`src/rtl/serial_adder_if.sv`:
```
// Operand/result handshake bundle for the bit-serial adder.
// The adder is the slave; the producer/consumer side is the master.
interface serial_adder_if #(
  parameter int WIDTH = 8
);
  logic             in_valid;
  logic             in_ready;
  logic [WIDTH-1:0] in_a;
  logic [WIDTH-1:0] in_b;
  logic             in_c;
  logic             out_valid;
  logic             out_ready;
  logic [WIDTH-1:0] out_sum;
  logic             out_c;

  modport master (
    output in_valid, in_a, in_b, in_c, out_ready,
    input  in_ready, out_valid, out_sum, out_c
  );

  modport slave (
    input  in_valid, in_a, in_b, in_c, out_ready,
    output in_ready, out_valid, out_sum, out_c
  );
endinterface

```
`src/rtl/serial_adder.sv`:
```
// Bit-serial ripple adder: one full-adder bit per clock, LSB first.
// Result {out_c,out_sum} = in_a + in_b + in_c, ready WIDTH+1 cycles after acceptance.
module serial_adder #(
  parameter int WIDTH = 8
) (
  input logic           clk,
  input logic           rst,
  serial_adder_if.slave bus
);

  localparam int CW = $clog2(WIDTH) + 1;

  typedef enum logic [1:0] {
    IDLE = 2'd0,
    RUN  = 2'd1,
    DONE = 2'd2
  } state_t;

  state_t           r_state;
  logic [WIDTH-1:0] r_a;
  logic [WIDTH-1:0] r_b;
  logic [WIDTH-1:0] r_sum;
  logic             r_carry;
  logic [CW-1:0]    r_count;
  logic             r_inReady;
  logic             r_outValid;

  logic             w_s;
  logic             w_cNext;
  logic             w_lastBit;
  logic             w_inFire;
  logic [WIDTH-1:0] w_sumNext;

  assign w_s       = r_a[0] ^ r_b[0] ^ r_carry;
  assign w_cNext   = (r_a[0] & r_b[0]) | (r_a[0] & r_carry) | (r_b[0] & r_carry);
  assign w_lastBit = (r_count == CW'(WIDTH - 1));
  assign w_inFire  = bus.in_valid & r_inReady;

  // New sum bit enters at the MSB so the first bit computed ends up at bit 0.
  generate
    if (WIDTH == 1) begin : g_sumOne
      assign w_sumNext = w_s;
    end else begin : g_sumWide
      assign w_sumNext = {w_s, r_sum[WIDTH-1:1]};
    end
  endgenerate

  // The sum register and carry flop double as the result holders, so they
  // stay stable through DONE and IDLE until the next acceptance.
  always_ff @(posedge clk) begin
    if (rst) begin
      r_state    <= IDLE;
      r_a        <= '0;
      r_b        <= '0;
      r_sum      <= '0;
      r_carry    <= 1'b0;
      r_count    <= '0;
      r_inReady  <= 1'b1;
      r_outValid <= 1'b0;
    end else begin
      case (r_state)
        IDLE: begin
          if (w_inFire) begin
            r_a       <= bus.in_a;
            r_b       <= bus.in_b;
            r_carry   <= bus.in_c;
            r_count   <= '0;
            r_inReady <= 1'b0;
            r_state   <= RUN;
          end
        end
        RUN: begin
          r_sum   <= w_sumNext;
          r_a     <= r_a >> 1;
          r_b     <= r_b >> 1;
          r_carry <= w_cNext;
          r_count <= r_count + CW'(1);
          if (w_lastBit) begin
            r_outValid <= 1'b1;
            r_state    <= DONE;
          end
        end
        DONE: begin
          if (bus.out_ready) begin
            r_outValid <= 1'b0;
            r_inReady  <= 1'b1;
            r_state    <= IDLE;
          end
        end
        default: begin
          r_outValid <= 1'b0;
          r_inReady  <= 1'b1;
          r_state    <= IDLE;
        end
      endcase
    end
  end

  // Ready is masked by reset so nothing is offered acceptance while rst is high.
  assign bus.in_ready  = r_inReady & ~rst;
  assign bus.out_valid = r_outValid;
  assign bus.out_sum   = r_sum;
  assign bus.out_c     = r_carry;

endmodule

```
`src/flat_wrapper.sv`:
```
// flat-port wrapper written by rule: the top's interface ports become plain ports
module serial_adder_flat 
#(
  parameter int WIDTH = 8
)
  (clk, rst, bus_in_valid, bus_in_a, bus_in_b, bus_in_c, bus_out_ready, bus_in_ready, bus_out_valid, bus_out_sum, bus_out_c);
  serial_adder_if #(.WIDTH(WIDTH)) bus_i ();
  input logic clk;
  input logic rst;
  input wire logic [$bits(bus_i.in_valid)-1:0] bus_in_valid;
  input wire logic [$bits(bus_i.in_a)-1:0] bus_in_a;
  input wire logic [$bits(bus_i.in_b)-1:0] bus_in_b;
  input wire logic [$bits(bus_i.in_c)-1:0] bus_in_c;
  input wire logic [$bits(bus_i.out_ready)-1:0] bus_out_ready;
  output wire logic [$bits(bus_i.in_ready)-1:0] bus_in_ready;
  output wire logic [$bits(bus_i.out_valid)-1:0] bus_out_valid;
  output wire logic [$bits(bus_i.out_sum)-1:0] bus_out_sum;
  output wire logic [$bits(bus_i.out_c)-1:0] bus_out_c;
  assign bus_i.in_valid = bus_in_valid;
  assign bus_i.in_a = bus_in_a;
  assign bus_i.in_b = bus_in_b;
  assign bus_i.in_c = bus_in_c;
  assign bus_i.out_ready = bus_out_ready;
  assign bus_in_ready = bus_i.in_ready;
  assign bus_out_valid = bus_i.out_valid;
  assign bus_out_sum = bus_i.out_sum;
  assign bus_out_c = bus_i.out_c;
  serial_adder #(.WIDTH(WIDTH)) u_core (.clk(clk), .rst(rst), .bus(bus_i));
endmodule
```
`config.mk`:
```
export PLATFORM = sky130hd
export DESIGN_NAME = serial_adder_flat
export DESIGN_NICKNAME = d
export VERILOG_FILES = /design/src/rtl/serial_adder_if.sv /design/src/rtl/serial_adder.sv /design/src/flat_wrapper.sv
export SDC_FILE = /design/constraint.sdc
export NUM_CORES = 1
export LEC_CHECK = 0
export ABC_CLOCK_PERIOD_IN_PS = 1600
export CORE_AREA = 2 2 64 54
export CTS_CLUSTER_DIAMETER = 50
export CTS_CLUSTER_SIZE = 25
export DETAILED_ROUTE_END_ITERATION = 8
export DIE_AREA = 0 0 66 56
export GPL_TIMING_DRIVEN = 0
export MAX_ROUTING_LAYER = met4
export PLACE_DENSITY_LB_ADDON = 0.08
export REMOVE_ABC_BUFFERS = 1
export SLEW_MARGIN = 5
export SYNTH_ARGS = -nofsm -noshare
export SYNTH_HDL_FRONTEND = slang
export SYNTH_SLANG_ARGS = --single-unit
```
`constraint.sdc`:
```
create_clock -name clk -period 1.6 [get_ports clk]
set_input_delay 0.4 -clock clk [delete_from_list [all_inputs] [get_ports clk]]
set_output_delay 0.4 -clock clk [all_outputs]
set_load 0.02 [all_outputs]
```
==> impl_results.md <==
- Status: finished clean
- Final ANT Viol Nets: 0
- First-pass GRT wire length: ~5100 um
- Max Freq: ~0.65 GHz
- Syn Area/Cell: 8.87 um^2
- Worst-Skew Late Latency: between 200 and 300 ps
- Slew @ Worst Pin: 522 ps
- Worst-path clk slew: about 70 ps
- Worst Setup SP: u_core.r_inReady
- Dpl cells: around 220
- Async SR Flop Fraction: 0
- RR Endpoint: u_core.bus.out_c
- Die area: between 3000 and 4000 um^2
- Most frequent cells after synthesis: 33 x dfxtp_1, 29 x a21oi_1, 21 x nand2_1
- Layout cells sized above 1: 0.164
- R2R depth: 4
- Root Buffer: clkbuf_8
- Ys Warns: 0
- Cts-stage hold buffer count: 0
- Met2 usage: 0.278
- Worst path required time: between 1000 and 1500 ps
- Leak Pwr: roughly 0.73 nW
- Slew margin rel.: 0.651
- Setup Buffers After CTS: 0
- Nets: 211
- Final worst path period share: 0.957
- Total track usage: 0.180
- DRT Pass-1 Iters: 4
- RSZ-0062 raised after global routing: false
- Power Dens Cells: around 1100 nW/um^2
- Via density: roughly 5.4
- Setup crit end kind: primary output
- Routed WL: ~3000 um
- Max Cap Violations: 0
- WHS Path Cells: 2
- Delay-heaviest family, CP: flip-flops
- Top cell type's share of synthesized area: 0.457
- Synth Register Bits: 33
- CTS Sinks: 33
- Switching power total: 0.466 mW
- DRC Markers: 0
- CTS tree: built
- Worst Hold Launch: u_core.bus.out_sum[7]
- Cell taking the most area after synthesis: dfxtp_1
- Reg2Reg Setup Slack: roughly 170 ps
- Starting Density: 0.479
- Mapped Area: ~1400 um^2
- Seq pwr share: 0.463
- Post-Route Utilization: 0.625
- Area Overhead vs Synth: 30.4%
- Post-DP HPWL: 1990 um
- Worst min path class: reg2reg
- Startpoint type of the worst setup path: flip-flop
- Largest net degree at the start of global routing: 35
- Min Tclk post-route: about 1500 ps
- Critical-path top delay cell: dfxtp_4
- Final Hold Fails: 0
- Post-synthesis sequential area ratio: 0.457
- Fin. max-slew vios: 0
- DIE WIDTH: 66 um
- CP endpoint: bus_in_ready
- Worst clock skew: 3.50 ps
- Setup CP Type: reg2out
- Post-synth top flop: dfxtp_1
- Yosys cell types: 35
- Num ports: 32
- Max VDD drop: approximately 0.99 mV
- Met1 usage: 0.235
- # diodes: 0
- CP Buf/Inv Count: 1
- IO buf count: 31
- Die span in y: between 50 and 60 um
- H-tree depth: 2
- Most common cell in the netlist: dfxtp_1
- Comb pwr share: 0.138
- Vias in the first global route: approximately 1,100
- Rows: 18
- Clock Power Share: 0.399
- Crit-path cells: nor2b_1, clkdlybuf4s15_1
- Critical Path AT: ~1100 ps
- Crit Path Max Fanout: 8
- Top post-synthesis cells by area: dfxtp_1 46%, a21oi_1 10%, o221a_2 9.3%, nand2_1 5.4%, inv_1 3.4%
- DR vias: 1,237
- GR Util met3: 0.0547
- Routability cong.: just over 0.7
- Post-route setup TNS: 0 ps
- Int Pwr: roughly 1.5 mW
- Area of the core: 3020 um^2
- Final Instance Count excl. Fillers: 229
- Switching Fraction: 0.233
- Final Setup Violations: 0
- Critical Path Stages: 2
- CTS Buffer Depth: 2
- R2R Path Start: u_core.r_state[0]
- WL per Instance: approximately 13 um
- Initial antenna violation count: 0
- Synth Instances: ~160
- 1st-iter DRT viols: 47
- Min Hold Slack: about 470 ps
- Total grt overflow: 0
- CP max stage delay: approximately 410 ps
- Busiest layer in global routing: met2
- Post-synth EDFFs: 0
- Total CTS buffers: 5
==> cell usage in the layout, fill, tap and decap left out, types with 2 or more instances in the layout <==
master,count
nor2_1,2
o221a_2,12
dfxtp_2,2
o211ai_1,2
nand4b_1,2
nand2b_1,2
clkdlybuf4s50_1,18
dlygate4sd2_1,11
inv_1,13
dfxtp_1,30
nand2_1,21
nor2b_1,2
a21oi_1,29
o21bai_1,2
mux2i_1,2
o21ai_0,4
a21o_1,2
clkbuf_8,6
nand3b_1,2
==> worst reg2reg max path, delay by kind of cell (launching register included) <==
kind                   cells  cell delay [ps]
flip-flops                 1              480
buffers and inverters      1              210
multiplexers               1              210
AO/OA/AOI/OAI              1               80
AND/OR/NAND/NOR            1              300
==> worst min-delay path by stage <==
| stage | endpoint |
|---|---|
| 3_5_place_dp | u_core.bus.out_sum[6] |
| 6_report | u_core.bus.out_sum[6] |
| 3_3_place_gp | u_core.bus.out_sum[0] |
| 2_1_floorplan | u_core.r_b[5] |
| 4_1_cts | u_core.bus.out_sum[6] |
| 5_1_grt | u_core.bus.out_sum[0] |
==> stage by stage <==
step	instance area, um^2	power [mW]	worst slack, ps
6_report	1890	2.00	69.4
3_5_place_dp	1760	1.22	-1160
5_1_grt	1890	2.08	15.4
2_1_floorplan	1380	1.09	-307
4_1_cts	1880	2.01	31.3
3_3_place_gp	1740	1.20	-1150
==> registers in the layout, summed over array words and instances (netlist names) <==
name / count
u_core.bus.out_sum: 8
u_core.r_inReady: 1
u_core.r_b: 8
u_core.r_count: 4
u_core.bus.out_c: 1
u_core.r_state: 2
u_core.r_a: 8
u_core.bus.out_valid: 1
==> cells by family after synthesis <==
| group | after synthesis | synth area share |
|---|---|---|
| buffers and inverters | 27 | 0.0779 |
| and+or+nand+nor | 43 | 0.157 |
| muxes | 2 | 0.0138 |
| DFF | 33 | 0.457 |
| AOI/OAI and AO/OA | 56 | 0.272 |
| adders and majority gates | 2 | 0.0225 |
==> layer usage <==
metal,vias to the layer above,wire length [um]
li1,625,-
met1,571,1340
met2,39,1410
met3,2,208
met4,0,13
met5,-,0
==> power groups by stage <==
| stage | Clock [mW] | Sequential [mW] | Combinational, mW |
|---|---|---|---|
| after floorplan | 0 | 0.938 | 0.151 |
| after global placement | 0 | 0.938 | 0.266 |
| after global routing | 0.844 | 0.934 | 0.304 |
| final | 0.796 | 0.925 | 0.276 |
| after CTS | 0.804 | 0.924 | 0.278 |
| after detailed placement | 0 | 0.940 | 0.280 |
==> cell type report <==
cell class,count,area [um^2]
tap,40,50.0
timing repair buffer,32,309
clock buffer,7,86.3
inverter,13,48.8
sequential,33,667
fill,273,1130
clock inverter,1,30.0
multi-input combinational,103,694
==> timing repair <==
| item | 4_1_cts | 5_1_grt |
|---|---|---|
| resized for setup | 24 | 2 |
| endpoints found under the hold margin | 0 | 0 |
| endpoints found under the setup margin | 44 | 15 |
| gates cloned | 0 | 0 |
No activity file was read; power rests on OpenSTA's default activity.
